## src/rtl/req_encoder16x4_pkg.sv

```systemverilog
// Shared constants, types and helpers for the 16-to-4 request encoder.
package req_encoder16x4_pkg;

  localparam int N_LINES = 16;
  localparam int CODE_W  = 4;

  // Values for the ROUND_ROBIN parameter of the top level.
  localparam bit MODE_FIXED = 1'b0;
  localparam bit MODE_RR    = 1'b1;

  typedef logic [N_LINES-1:0] line_vec_t;
  typedef logic [CODE_W-1:0]  code_t;

  // Direction in which the priority picker walks away from its start index.
  typedef enum logic {
    SCAN_DOWN = 1'b0,
    SCAN_UP   = 1'b1
  } scan_dir_t;

  // Fixed priority starts at the top line and walks downward.
  localparam code_t FIXED_START = code_t'(N_LINES - 1);

  // Expand a line index into its one-hot line vector.
  function automatic line_vec_t onehot(input code_t idx);
    line_vec_t vec;
    vec      = '0;
    vec[idx] = 1'b1;
    return vec;
  endfunction

endpackage

```

## src/rtl/req_encoder16x4_prio_pick16.sv

```systemverilog
// Combinational circular priority picker over 16 candidate lines.
// Returns the first set line met when walking from start in direction dir,
// wrapping modulo 16; the start line itself has the highest priority.
module prio_pick16
  import req_encoder16x4_pkg::*;
(
  input  logic [N_LINES-1:0] cand,
  input  logic [CODE_W-1:0]  start,
  input  scan_dir_t          dir,
  output logic [CODE_W-1:0]  idx,
  output logic               any
);

  code_t pos;

  // Walk from the farthest line back to the start so the nearest hit is the last write.
  always_comb begin
    // NOTE: every variable gets a default before the loop so no path leaves it unassigned and no latch is inferred.
    idx = '0;
    pos = '0;
    any = |cand;
    for (int k = N_LINES - 1; k >= 0; k--) begin
      pos = (dir == SCAN_UP) ? start + code_t'(k) : start - code_t'(k);
      if (cand[pos]) begin
        idx = pos;
      end
    end
  end

endmodule

```

## src/rtl/req_encoder16x4.sv

```systemverilog
// Sequential 16-to-4 request encoder. Request lines are folded into sticky
// pending bits and served one at a time as a 4-bit code over valid/ready.
// Selection is fixed (highest index wins) or rotating, chosen by ROUND_ROBIN.
module req_encoder16x4
  import req_encoder16x4_pkg::*;
#(
  parameter bit ROUND_ROBIN = MODE_FIXED
) (
  input  logic               clk,
  input  logic               rst_n,
  input  logic               en,
  input  logic [N_LINES-1:0] req,
  input  logic [N_LINES-1:0] mask,
  output logic [CODE_W-1:0]  code,
  output logic               valid,
  input  logic               ready,
  output logic [N_LINES-1:0] pending,
  output logic               overrun
);

  logic      handshake;
  line_vec_t clr;
  line_vec_t req_in;
  line_vec_t pending_next;
  logic      overrun_next;
  line_vec_t cand;
  logic      load;
  code_t     ptr;
  code_t     ptr_eff;
  code_t     pick_start;
  scan_dir_t pick_dir;
  code_t     pick_idx;
  logic      pick_any;

  // The line being granted this cycle is cleared, but a new request on the
  // same line wins and keeps it pending.
  assign handshake    = valid && ready;
  assign clr          = handshake ? onehot(code) : '0;
  assign req_in       = en ? req : '0;
  assign pending_next = (pending & ~clr) | req_in;
  assign overrun_next = |(req_in & pending & ~clr);

  // Candidates exclude the line leaving this cycle, so back-to-back grants
  // never repeat a code that was just accepted.
  assign cand = pending & ~mask & ~clr;
  assign load = !valid || ready;

  // Rotating priority looks past the code being accepted right now, so the
  // pointer advance takes effect on the very next pick.
  assign ptr_eff    = handshake ? code + 4'd1 : ptr;
  assign pick_start = (ROUND_ROBIN == MODE_RR) ? ptr_eff : FIXED_START;
  assign pick_dir   = (ROUND_ROBIN == MODE_RR) ? SCAN_UP : SCAN_DOWN;

  prio_pick16 u_pick (
    .cand  (cand),
    .start (pick_start),
    .dir   (pick_dir),
    .idx   (pick_idx),
    .any   (pick_any)
  );

  // Pending, overrun, rotation pointer and output registers; reset overrides any held handshake.
  always_ff @(posedge clk) begin
    // NOTE: reset is sampled on the clock edge, so it sits inside the clocked block and not in the sensitivity list.
    if (!rst_n) begin
      pending <= '0;
      overrun <= 1'b0;
      ptr     <= '0;
      valid   <= 1'b0;
      code    <= '0;
    end else begin
      // NOTE: non-blocking assignments so every register samples the pre-edge values computed above.
      pending <= pending_next;
      overrun <= overrun_next;
      if (handshake) begin
        ptr <= code + 4'd1;
      end
      if (load) begin
        valid <= pick_any;
        if (pick_any) begin
          code <= pick_idx;
        end
      end
    end
  end

endmodule

```

## config.mk

```make
export PLATFORM = sky130hd
export DESIGN_NAME = req_encoder16x4
export DESIGN_NICKNAME = d
export VERILOG_FILES = /design/src/rtl/req_encoder16x4_pkg.sv /design/src/rtl/req_encoder16x4_prio_pick16.sv /design/src/rtl/req_encoder16x4.sv
export SDC_FILE = /design/constraint.sdc
export NUM_CORES = 1
export LEC_CHECK = 0
export ABC_CLOCK_PERIOD_IN_PS = 2000
export CORE_UTILIZATION = 43
export CTS_CLUSTER_SIZE = 14
export DETAILED_ROUTE_END_ITERATION = 16
export PLACE_DENSITY = 0.79
export RECOVER_POWER = 50
export SLEW_MARGIN = 40
export SYNTH_ARGS = -nofsm -noshare
export SYNTH_HDL_FRONTEND = slang
export SYNTH_SLANG_ARGS = --single-unit
```

## constraint.sdc

```tcl
create_clock -name clk -period 2 [get_ports clk]
set_input_delay 0.4 -clock clk [delete_from_list [all_inputs] [get_ports clk]]
set_output_delay 0.4 -clock clk [all_outputs]
set_load 0.05 [all_outputs]
```

# Word level (Yosys, flattened, before mapping)

Cells that the tools add are included.
Widths: inputs -> output; s select.

Flip-flop bits (word level): 22
Input port bits: 36

Order comparisons: 2
Muxes and demuxes: 19
Bitwise operators: 8
Reductions and logical operators: 7

Operator list:

| cell               | number |
|---|---|
| $and 16x16->16     | 5 |
| $mux 4             | 14 |
| $mux 16            | 2 |
| $not 16->16        | 2 |
| $reduce_or 16->1   | 2 |
| $or 16x16->16      | 1 |
| $lt 4x5->1 const B | 1 |
| $demux 1 s4        | 1 |
| $ge 4x1->1 const B | 1 |
| $logic_and 1x1->1  | 2 |
| $mux 1             | 2 |
| $reduce_and 2->1   | 1 |
| $logic_not 1->1    | 1 |
| $logic_or 1x1->1   | 1 |

# Logic depth before layout (Yosys ltp)

Gate-level depths: netlist (run 1).

Depth after elaboration: 22
Depth in mapped cells: 6

# By module

A second synthesis (run 1) with hierarchy kept.

Cells, all modules: 426
Area, all modules: 3325.7 um^2

By module, submodules not included:

| module          | instances | cells each | area an instance (um^2) |
|---|---|---|---|
| prio_pick16     | 1         | 268        | 2163.3 |
| req_encoder16x4 | 1         | 158        | 1162.4 |

# Worst setup path after synthesis (run 1)

No wires, ideal clock.

Path type: reg2reg
Start: register valid
End: register code[0]
Library setup time: 0.131 ns
Arrival: 2.017 ns
Data required time: 1.869 ns
Setup slack: -0.148 ns
Stages on the path, launching flop included: 7
Path buffers: 0
Period minus slack after synthesis: 2.148 ns
Cells stage by stage: dfxtp_1 > and4b_4 > a21oi_4 > nor4_4 > a41oi_4 > mux2i_1 > o21ai_1

Word-level cells in the longest chain between the ends: 19

RTL lines:

| item                   | line                              | RTL |
|---|---|---|
| from (decl)            | req_encoder16x4.sv:15             | `output logic valid,` |
| from (signal assigned) | req_encoder16x4.sv:79             | `valid <= pick_any;` |
| $logic_and 1x1->1      | req_encoder16x4.sv:37             | `assign handshake = valid && ready;` |
| $mux 16                | req_encoder16x4.sv:38             | `assign clr = handshake ? onehot(code) : '0;` |
| $not 16->16            | req_encoder16x4.sv:45             | `assign cand = pending & ~mask & ~clr;` |
| $and 16x16->16         | req_encoder16x4.sv:45             |  |
| $mux 1                 | req_encoder16x4_prio_pick16.sv:24 | `if (cand[pos]) begin` |
| $mux 4 (14 in series)  | req_encoder16x4_prio_pick16.sv:24 |  |
| to (signal assigned)   | req_encoder16x4.sv:81             | `code <= pick_idx;` |
| to (decl)              | req_encoder16x4.sv:14             | `output logic [CODE_W-1:0] code,` |

Parallel ways exist; a longest one is shown, timed or not.
A chain may end at the register's enable or synchronous reset.

# Final worst setup path (run 1)

Start: register code[2]
End: register code[2]

Word-level cells in the longest chain between the ends: 20

RTL lines:

| item                                                                  | line                              | RTL |
|---|---|---|
| $lt 4x5->1 (implied by the code) / $ge 4x1->1 (equally long branches) | req_encoder16x4_pkg.sv:27         | `vec[idx] = 1'b1;` |
| $logic_and 1x1->1 (implied by the code)                               | req_encoder16x4_pkg.sv:27         |  |
| $mux 1 (implied by the code)                                          | req_encoder16x4_pkg.sv:27         |  |
| $demux 1 s4 *                                                         | req_encoder16x4_pkg.sv:27         |  |
| $mux 16 *                                                             | req_encoder16x4.sv:38             |  |
| $not 16->16 *                                                         | req_encoder16x4.sv:45             |  |
| $and 16x16->16 *                                                      | req_encoder16x4.sv:45             |  |
| $mux 4 (13 in series)                                                 | req_encoder16x4_prio_pick16.sv:24 |  |

Every way passes the cells marked *; elsewhere a longest branch is shown, timed or not.

==> flow_metrics.py, run 1 <==
metrics = {
    "route": {
        "viasPerCell": 5.661,
        "detail-route-antenna-nets": 0,
        "routed_wl_microns": 5227,
        "vias": 1823,
        "drt-initial-drc-count": 98,
        "first_pass_iters": 4,
        "drcViolationCount": 0,
        "wl_per_cell_microns": 16.23,
    },
    "synth": {
        "synth_most_common_cell": "a21oi_1",
        "synth_seq_cells": 22,
        "synth_area_leaders": "dfxtp_1 30%, a21oi_1 8.2%, o21ai_0 6.5%, nand2b_1 6.0%, nand2_1 5.1%",
        "synth_seq_area_share_pct": 29.98,
        "netlist_top_cells_count": "24 x a21oi_1, 22 x dfxtp_1, 20 x nand2_1",
        "netlist_area_sq_um": 1469,
        "synthArstFlopShare_pct": 0,
        "yosys_warnings": 0,
        "ys.flop_type": "dfxtp_1",
        "synth_top_cell_area_share_pct": 29.98,
        "syn_inst": 187,
        "synth_cell_type_count": 42,
        "synth.net_count": 223,
        "synth-edff-count": 0,
        "synth.avg_cell_area_sq_um": 7.855,
        "synth_top_cell_by_area": "dfxtp_1",
    },
    "floorplan": {
        "die-area_sq_um": 3654,
        "die_h_microns": 60.45,
        "coreArea_sq_um": 3153,
        "start_util_pct": 46.59,
        "die_w_microns": 60.45,
        "fp-row-count": 20,
        "num_io_pins": 58,
    },
    "pwr": {
        "clkPwrFrac_pct": 22.8,
        "swShare_pct": 37.33,
        "p_sw_uw": 577.4,
        "internal-power_uw": 969.3,
        "power_frac_comb_pct": 42.2,
        "leakage_uw": 0.0009747,
        "seqPwrFrac_pct": 35.0,
        "finalPower_uw": 1547,
        "vdd_drop_max_mv": 0.5465,
        "powerDensity_nw_per_um2": 645.8,
    },
    "clock_network": {
        "htree_levels": 1,
        "holdBufCountCts": 0,
        "clkTransAtPathRegs_ps": 130,
        "cts_buffers": 3,
        "tritoncts": "built",
        "cts_root_buf": "clkbuf_4",
        "clk_latency_ps": 320,
        "cts.path.max_buffers": 2,
        "post-cts-setup-buffers": 0,
        "clkSinkCount": 22,
    },
    "critical_path": {
        "end_kind": "register",
        "cp_max_fo": 10,
        "reg2regPathDepth": 6,
        "critPathLaunchType": "register",
        "cp_data_arrival_time_ps": 2210,
        "crit_type": "register to register",
        "worstReg2RegEnd": "code[2]",
        "critPathRequiredTime_ps": 2240,
        "worst-r2r-setup-slack_ps": 30,
        "reg2reg_from": "code[2]",
    },
    "worst_hold_path": {
        "hold_path.class": "register to register",
        "whs_endpoint": "pending[3]",
        "hold-path-cell-count": 2,
        "hp-start": "pending[3]",
    },
    "sta": {
        "min_period_ps": 1971,
        "rsz0062_at_grt": "true",
        "fin_ws_ps": 28.69,
        "hold_viol": 0,
        "setup_viol": 0,
        "timing.setup.tns_ps": 0,
        "worst_pin_slew_ps": 599.9,
        "period_share_pct": 98.57,
        "clock.fmax_mhz": 507.3,
        "final.setup_skew_ps": 2.327,
        "slew_violations": 0,
        "holdWs_ps": 538.2,
        "slew-limit-headroom_pct": 60.18,
    },
    "final_layout": {
        "nNetsFinal": 315,
        "finalInstanceArea_sq_um": 2395,
        "n_antenna_cell": 0,
        "syn_to_final_growth_pct": 63.03,
        "fill_cells": 259,
        "drive_gt1_share_pct": 23.74,
    },
    "global_routing": {
        "grt_pass1_vias": 1747,
        "antenna_found_initial": 0,
        "grt_max_degree": 21,
        "gr-total-overflow": 0,
        "grt_usage_pct": 30.30,
        "grt_pass1_wl_microns": 8142,
    },
    "placement": {
        "hpwlAfterDp_microns": 4069,
        "place_ws_ps": -437.0,
        "portBuffers": 57,
        "place.gp.congestion": 0.9470,
        "placed_area_sq_um": 2341,
    },
    "run_status": {
        "outcome": "finished, final reports clean",
    },
    "flow_run": {
        "drv_cap": 0,
    },
}
-- per-stage QoR --
stage,util (%),std cells
after detailed placement,74.25,318
final,75.95,322
after CTS,76.11,322
after floorplan,-,187
after global routing,75.95,322
after global placement,74.25,318
-- layout make-up --
type / instances / area [sq um] / share of cell area [%]
multi-input combinational: 147 / 984.7 / 41.12
timing repair buffer: 91 / 803.3 / 33.54
clock buffer: 3 / 22.52 / 0.9404
clock inverter: 1 / 30.03 / 1.254
sequential: 22 / 446.7 / 18.65
tap: 44 / 55.05 / 2.299
inverter: 14 / 52.55 / 2.194
-- state kept, by name, indices dropped and copies added (netlist names) --
name / flops
pending: 16
code: 4
overrun: 1
valid: 1
-- worst max path at each step --
stage,depth (start not counted),endpoint,startpoint
detailed placement,7,code[0],ready
CTS,1,code[1],code[1]
global placement,7,code[0],ready
floorplan,6,code[0],pending[5]
global route,6,code[0],valid
finish,6,code[2],code[2]
-- cells in the final DEF (no fill, tap or decap), types with 2 or more instances in the layout --
cell type,count
nor2_1,7
a21oi_2,9
or2_2,2
inv_1,14
a211oi_1,3
dfxtp_1,17
clkdlybuf4s50_1,51
dfxtp_2,5
nor2b_1,4
o22ai_1,6
nor4_4,3
clkbuf_4,6
clkbuf_1,5
nor4_1,2
o21ai_1,4
a21oi_1,21
buf_4,29
nor3_1,3
o211ai_1,3
nand2_1,20
dlymetal6s2s_1,2
nand2b_1,14
nand4b_1,2
o21ai_0,18
-- layer usage --
layer | global-route usage, % | wire length [microns] | vias up
met2 | 52.59 | 2515 | 84
met1 | 38.05 | 2219 | 857
met5 | 0 | 0 | -
met4 | 9.740 | 124 | 0
met3 | 5.330 | 367 | 13
li1 | - | - | 869
-- cells by family (layout without fill, tap and decap cells) --
kind of cell / count (synthesis) / after routing / synth area share [%]
buffers and inverters: 18 / 109 / 4.599
flip-flops: 22 / 22 / 29.98
AO/OA/AOI/OAI: 75 / 75 / 32.97
multiplexers: 1 / 1 / 0.6815
AND/OR/NAND/NOR: 71 / 71 / 31.77
-- what timing repair did --
| action | 4_1_cts | 5_1_grt |
|---|---|---|
| pin swaps | 3 | 3 |
| gates resized for setup | 3 | 12 |
| cloned | 0 | 0 |
| endpoints found under the setup margin | 5 | 8 |
-- worst max-delay path, cell delays in order, from the launching register on --
cell	delay, ps
dfxtp_2	440
and4b_4	260
a21oi_1	380
nor4_4	90
a41oi_4	350
nor2_1	110
a311oi_2	250
-- power groups by stage --
stage               Combinational [uW]  Clock, uW  Sequential (uW)
finish                             652        353              541
global route                       692        372              546
CTS                                653        353              539
detailed placement                 647          0              548
global placement                   644          0              547
floorplan                          231          0              674
(Power assumes the default switching activity.)
==> inputs of run 2 (changes only) <==
--- a/config.mk
+++ b/config.mk
@@ -5,11 +5,13 @@
 export SDC_FILE = /design/constraint.sdc
 export NUM_CORES = 1
 export LEC_CHECK = 0
-export ABC_CLOCK_PERIOD_IN_PS = 2000
-export CORE_UTILIZATION = 43
+export ABC_AREA = 1
+export ABC_CLOCK_PERIOD_IN_PS = 2600
+export CORE_UTILIZATION = 44
+export CTS_CLUSTER_DIAMETER = 100
 export CTS_CLUSTER_SIZE = 14
 export DETAILED_ROUTE_END_ITERATION = 16
-export PLACE_DENSITY = 0.79
+export PLACE_DENSITY = 0.85
 export RECOVER_POWER = 50
 export SLEW_MARGIN = 40
 export SYNTH_ARGS = -nofsm -noshare
==> constraint.sdc (replaced) <==
create_clock -name clk -period 2.6 [get_ports clk]
set_input_delay 0.52 -clock clk [delete_from_list [all_inputs] [get_ports clk]]
set_output_delay 0.52 -clock clk [all_outputs]
set_load 0.05 [all_outputs]
==> run 2 against run 1 <==
  * Clock-buffer cell count increased by 1
  * Global-route usage decreased by 4.7 points
  * Critical path depth increased by 7
  * Register-to-register slack improved by 630 ps
  * Power decreased by 35%
  * Clock power decreased by 45%
  * Die area decreased by 18%
==> flow_metrics.py, run 2 <==
metrics = {
    "route": {
        "wl_per_cell_microns": 12.42,
        "drcViolationCount": 0,
        "wirelength_met1_microns": 1627,
        "drt-initial-drc-count": 25,
        "dr.max_layer_used": "met4",
        "viasPerCell": 5.109,
        "wl_met2_microns": 1595,
        "vias": 1405,
        "first_pass_iters": 4,
        "dr_wl_met3_microns": 163,
        "detail-route-antenna-nets": 0,
        "routed_wl_microns": 3416,
    },
    "sta": {
        "final.setup_skew_ps": 7.048,
        "period_share_pct": 85.06,
        "setup_viol": 0,
        "min_period_ps": 2211,
        "clock.fmax_mhz": 452.2,
        "hold_viol": 0,
        "timing.setup.tns_ps": 0,
        "slew_violations": 0,
        "worst_pin_slew_ps": 572.2,
        "slew-limit-headroom_pct": 61.74,
        "rsz0062_at_grt": "false",
    },
    "final_layout": {
        "drive_gt1_share_pct": 13.47,
        "nNetsFinal": 282,
        "syn_to_final_growth_pct": 51.53,
        "seq_area_sq_um": 440.4,
        "largest_reg_flops": 16,
        "fill_cells": 224,
        "final_cell_mix": "60 x nand2_1, 50 x clkdlybuf4s50_1, 22 x dfxtp_1, 21 x a21oi_1, 12 x nor2_1",
        "reg_top3": "pending: 16 flops, code: 4 flops",
        "multi_input_area_sq_um": 728.2,
        "largest_register": "pending",
        "layout_commonest_cell": "nand2_1",
        "fin_util_pct": 72.51,
        "n_antenna_cell": 0,
    },
    "worst_hold_path": {
        "hold-path-cell-count": 2,
        "hold_path.class": "register to register",
        "whs_endpoint": "pending[9]",
        "hp-start": "pending[9]",
    },
    "synth": {
        "synthSimpleGateAreaFrac_pct": 40.43,
        "yosys.area_share.xor_xnor_pct": 0,
        "synth.net_count": 223,
        "synth_top_cell_by_area": "dfxtp_1",
        "yosys_warnings": 0,
        "synth_seq_cells": 22,
        "muxShareOfSynthArea_pct": 0,
        "ys.flop_type": "dfxtp_1",
        "netlist_top_cells_count": "60 x nand2_1, 22 x dfxtp_1, 21 x a21oi_1",
        "synthAdderAreaFrac_pct": 0,
        "synth_top_family_by_area": "simple AND/OR/NAND/NOR gates",
        "synth_cell_type_count": 23,
        "synth.avg_cell_area_sq_um": 6.570,
        "synth_top_cell_area_share_pct": 35.85,
        "synth_compound_area_share_pct": 18.84,
        "synthArstFlopShare_pct": 0,
        "synth-edff-count": 0,
        "synth_seq_area_share_pct": 35.85,
        "synth_area_leaders": "dfxtp_1 36%, nand2_1 18%, a21oi_1 8.6%, nand3_1 4.1%, o22ai_1 4.1%",
        "netlist_area_sq_um": 1229,
        "synth_most_common_cell": "nand2_1",
        "syn_inst": 187,
    },
    "floorplan": {
        "die-area_sq_um": 3008,
        "fp-row-count": 18,
        "die_h_microns": 54.85,
        "num_io_pins": 58,
        "start_util_pct": 47.86,
        "coreArea_sq_um": 2567,
        "die_w_microns": 54.85,
    },
    "critical_path": {
        "end_kind": "register",
        "reg2reg_from": "code[0]",
        "crit_start": "ready",
        "worst-r2r-setup-slack_ps": 660,
        "cp_max_fo": 10,
        "critPathLaunchType": "input port",
        "reg2regPathDepth": 11,
        "critPathRequiredTime_ps": 2820,
        "crit_type": "input port to register",
        "cp_data_arrival_time_ps": 2430,
        "worstReg2RegEnd": "code[1]",
    },
    "global_routing": {
        "grt_max_degree": 19,
        "grt_usage_pct": 25.56,
        "gr-total-overflow": 0,
        "antenna_found_initial": 0,
        "grt_pass1_vias": 1268,
        "grt_pass1_wl_microns": 5388,
    },
    "clock_network": {
        "clk_latency_ps": 310,
        "post-cts-setup-buffers": 0,
        "cts_buffers": 3,
        "holdBufCountCts": 0,
        "clkSinkCount": 22,
        "tritoncts": "built",
        "htree_levels": 1,
        "ctsResizeCount": 0,
        "cts_root_buf": "clkbuf_4",
        "clkTransAtPathRegs_ps": 130,
        "cts.path.max_buffers": 2,
    },
    "pwr": {
        "powerDensity_nw_per_um2": 543.0,
        "internal-power_uw": 612.2,
        "clkPwrFrac_pct": 19.1,
        "vdd_drop_max_mv": 0.5725,
        "p_sw_uw": 398.8,
        "leakage_uw": 0.0007786,
        "power_frac_comb_pct": 40.9,
        "swShare_pct": 39.44,
        "seqPwrFrac_pct": 40.0,
    },
    "run_status": {
        "outcome": "finished, final reports clean",
    },
    "flow_run": {
        "drv_cap": 0,
    },
    "placement": {
        "hpwlAfterDp_microns": 2758,
        "portBuffers": 57,
        "place.gp.congestion": 0.9034,
    },
}
run 2: cell types whose count changed in the layout (fill, tap and decap cells not counted), sizes merged, moves of 8 or more:
| cell | change |
|---|---|
| nand3 | +10 |
| nand2b | -14 |
| a21oi | -10 |
| o21ai | -13 |
| nand2 | +45 |
| or2 | +8 |
| nor2 | +13 |
| buf | -29 |
run 2: final cells by class:
class / count / area share (%)
Sequential cell: 22 / 23.66
Timing Repair Buffer: 57 / 30.65
Inverter: 13 / 2.621
Clock buffer: 4 / 1.949
Multi-Input combinational cell: 149 / 39.11
Tap cell: 30 / 2.016
run 2: critical path, cell delays in order:
cell	delay [ps]
clkdlybuf4s50_1	470
nand2_1	150
inv_2	190
nand3_1	100
nand2_1	100
or2_1	140
nand2_2	70
nor2_2	130
nand2_2	90
o21ai_4	190
inv_2	80
o21ai_1	130
a21oi_1	50
run 2: how the worst max path moves through the flow:
stage	end	slack (ps)
5_1_grt	code[1]	130
3_3_place_gp	code[2]	110
2_1_floorplan	code[2]	490
4_1_cts	code[2]	390
6_report	code[1]	390
3_5_place_dp	code[2]	60
run 2: logic make-up after synthesis:
group           Yosys count
compound gates           40
buf+inv                  16
flops                    22
simple gates            109
run 2: metrics by stage:
step | std cells | hold WS (ps) | setup slack (ps) | area [sq um] | total power, uW
final | 275 | 520.5 | 388.6 | 1862 | 1011
after global routing | 275 | 556.9 | 134.6 | 1862 | 1069
after CTS | 275 | 524.3 | 392.5 | 1862 | 1014
after detailed placement | 271 | 504.8 | 60.21 | 1826 | 826.3
after global placement | 271 | 498.2 | 111.4 | 1826 | 822.9
after floorplan | 187 | 658.4 | 491.7 | 1229 | 672.9
run 2: power by group through the flow:
stage	Combinational (uW)	Clock, uW	Sequential (uW)
after floorplan	154	0	518
after global placement	412	0	411
after detailed placement	415	0	411
after CTS	417	193	404
after global routing	449	211	409
final	413	193	405
run 2: layer usage:
metal  GRT usage [%]  vias up
met2           42.37       43
met4           5.128        0
met5               0        -
met1           33.28      628
li1                -      732
met3           6.111        2
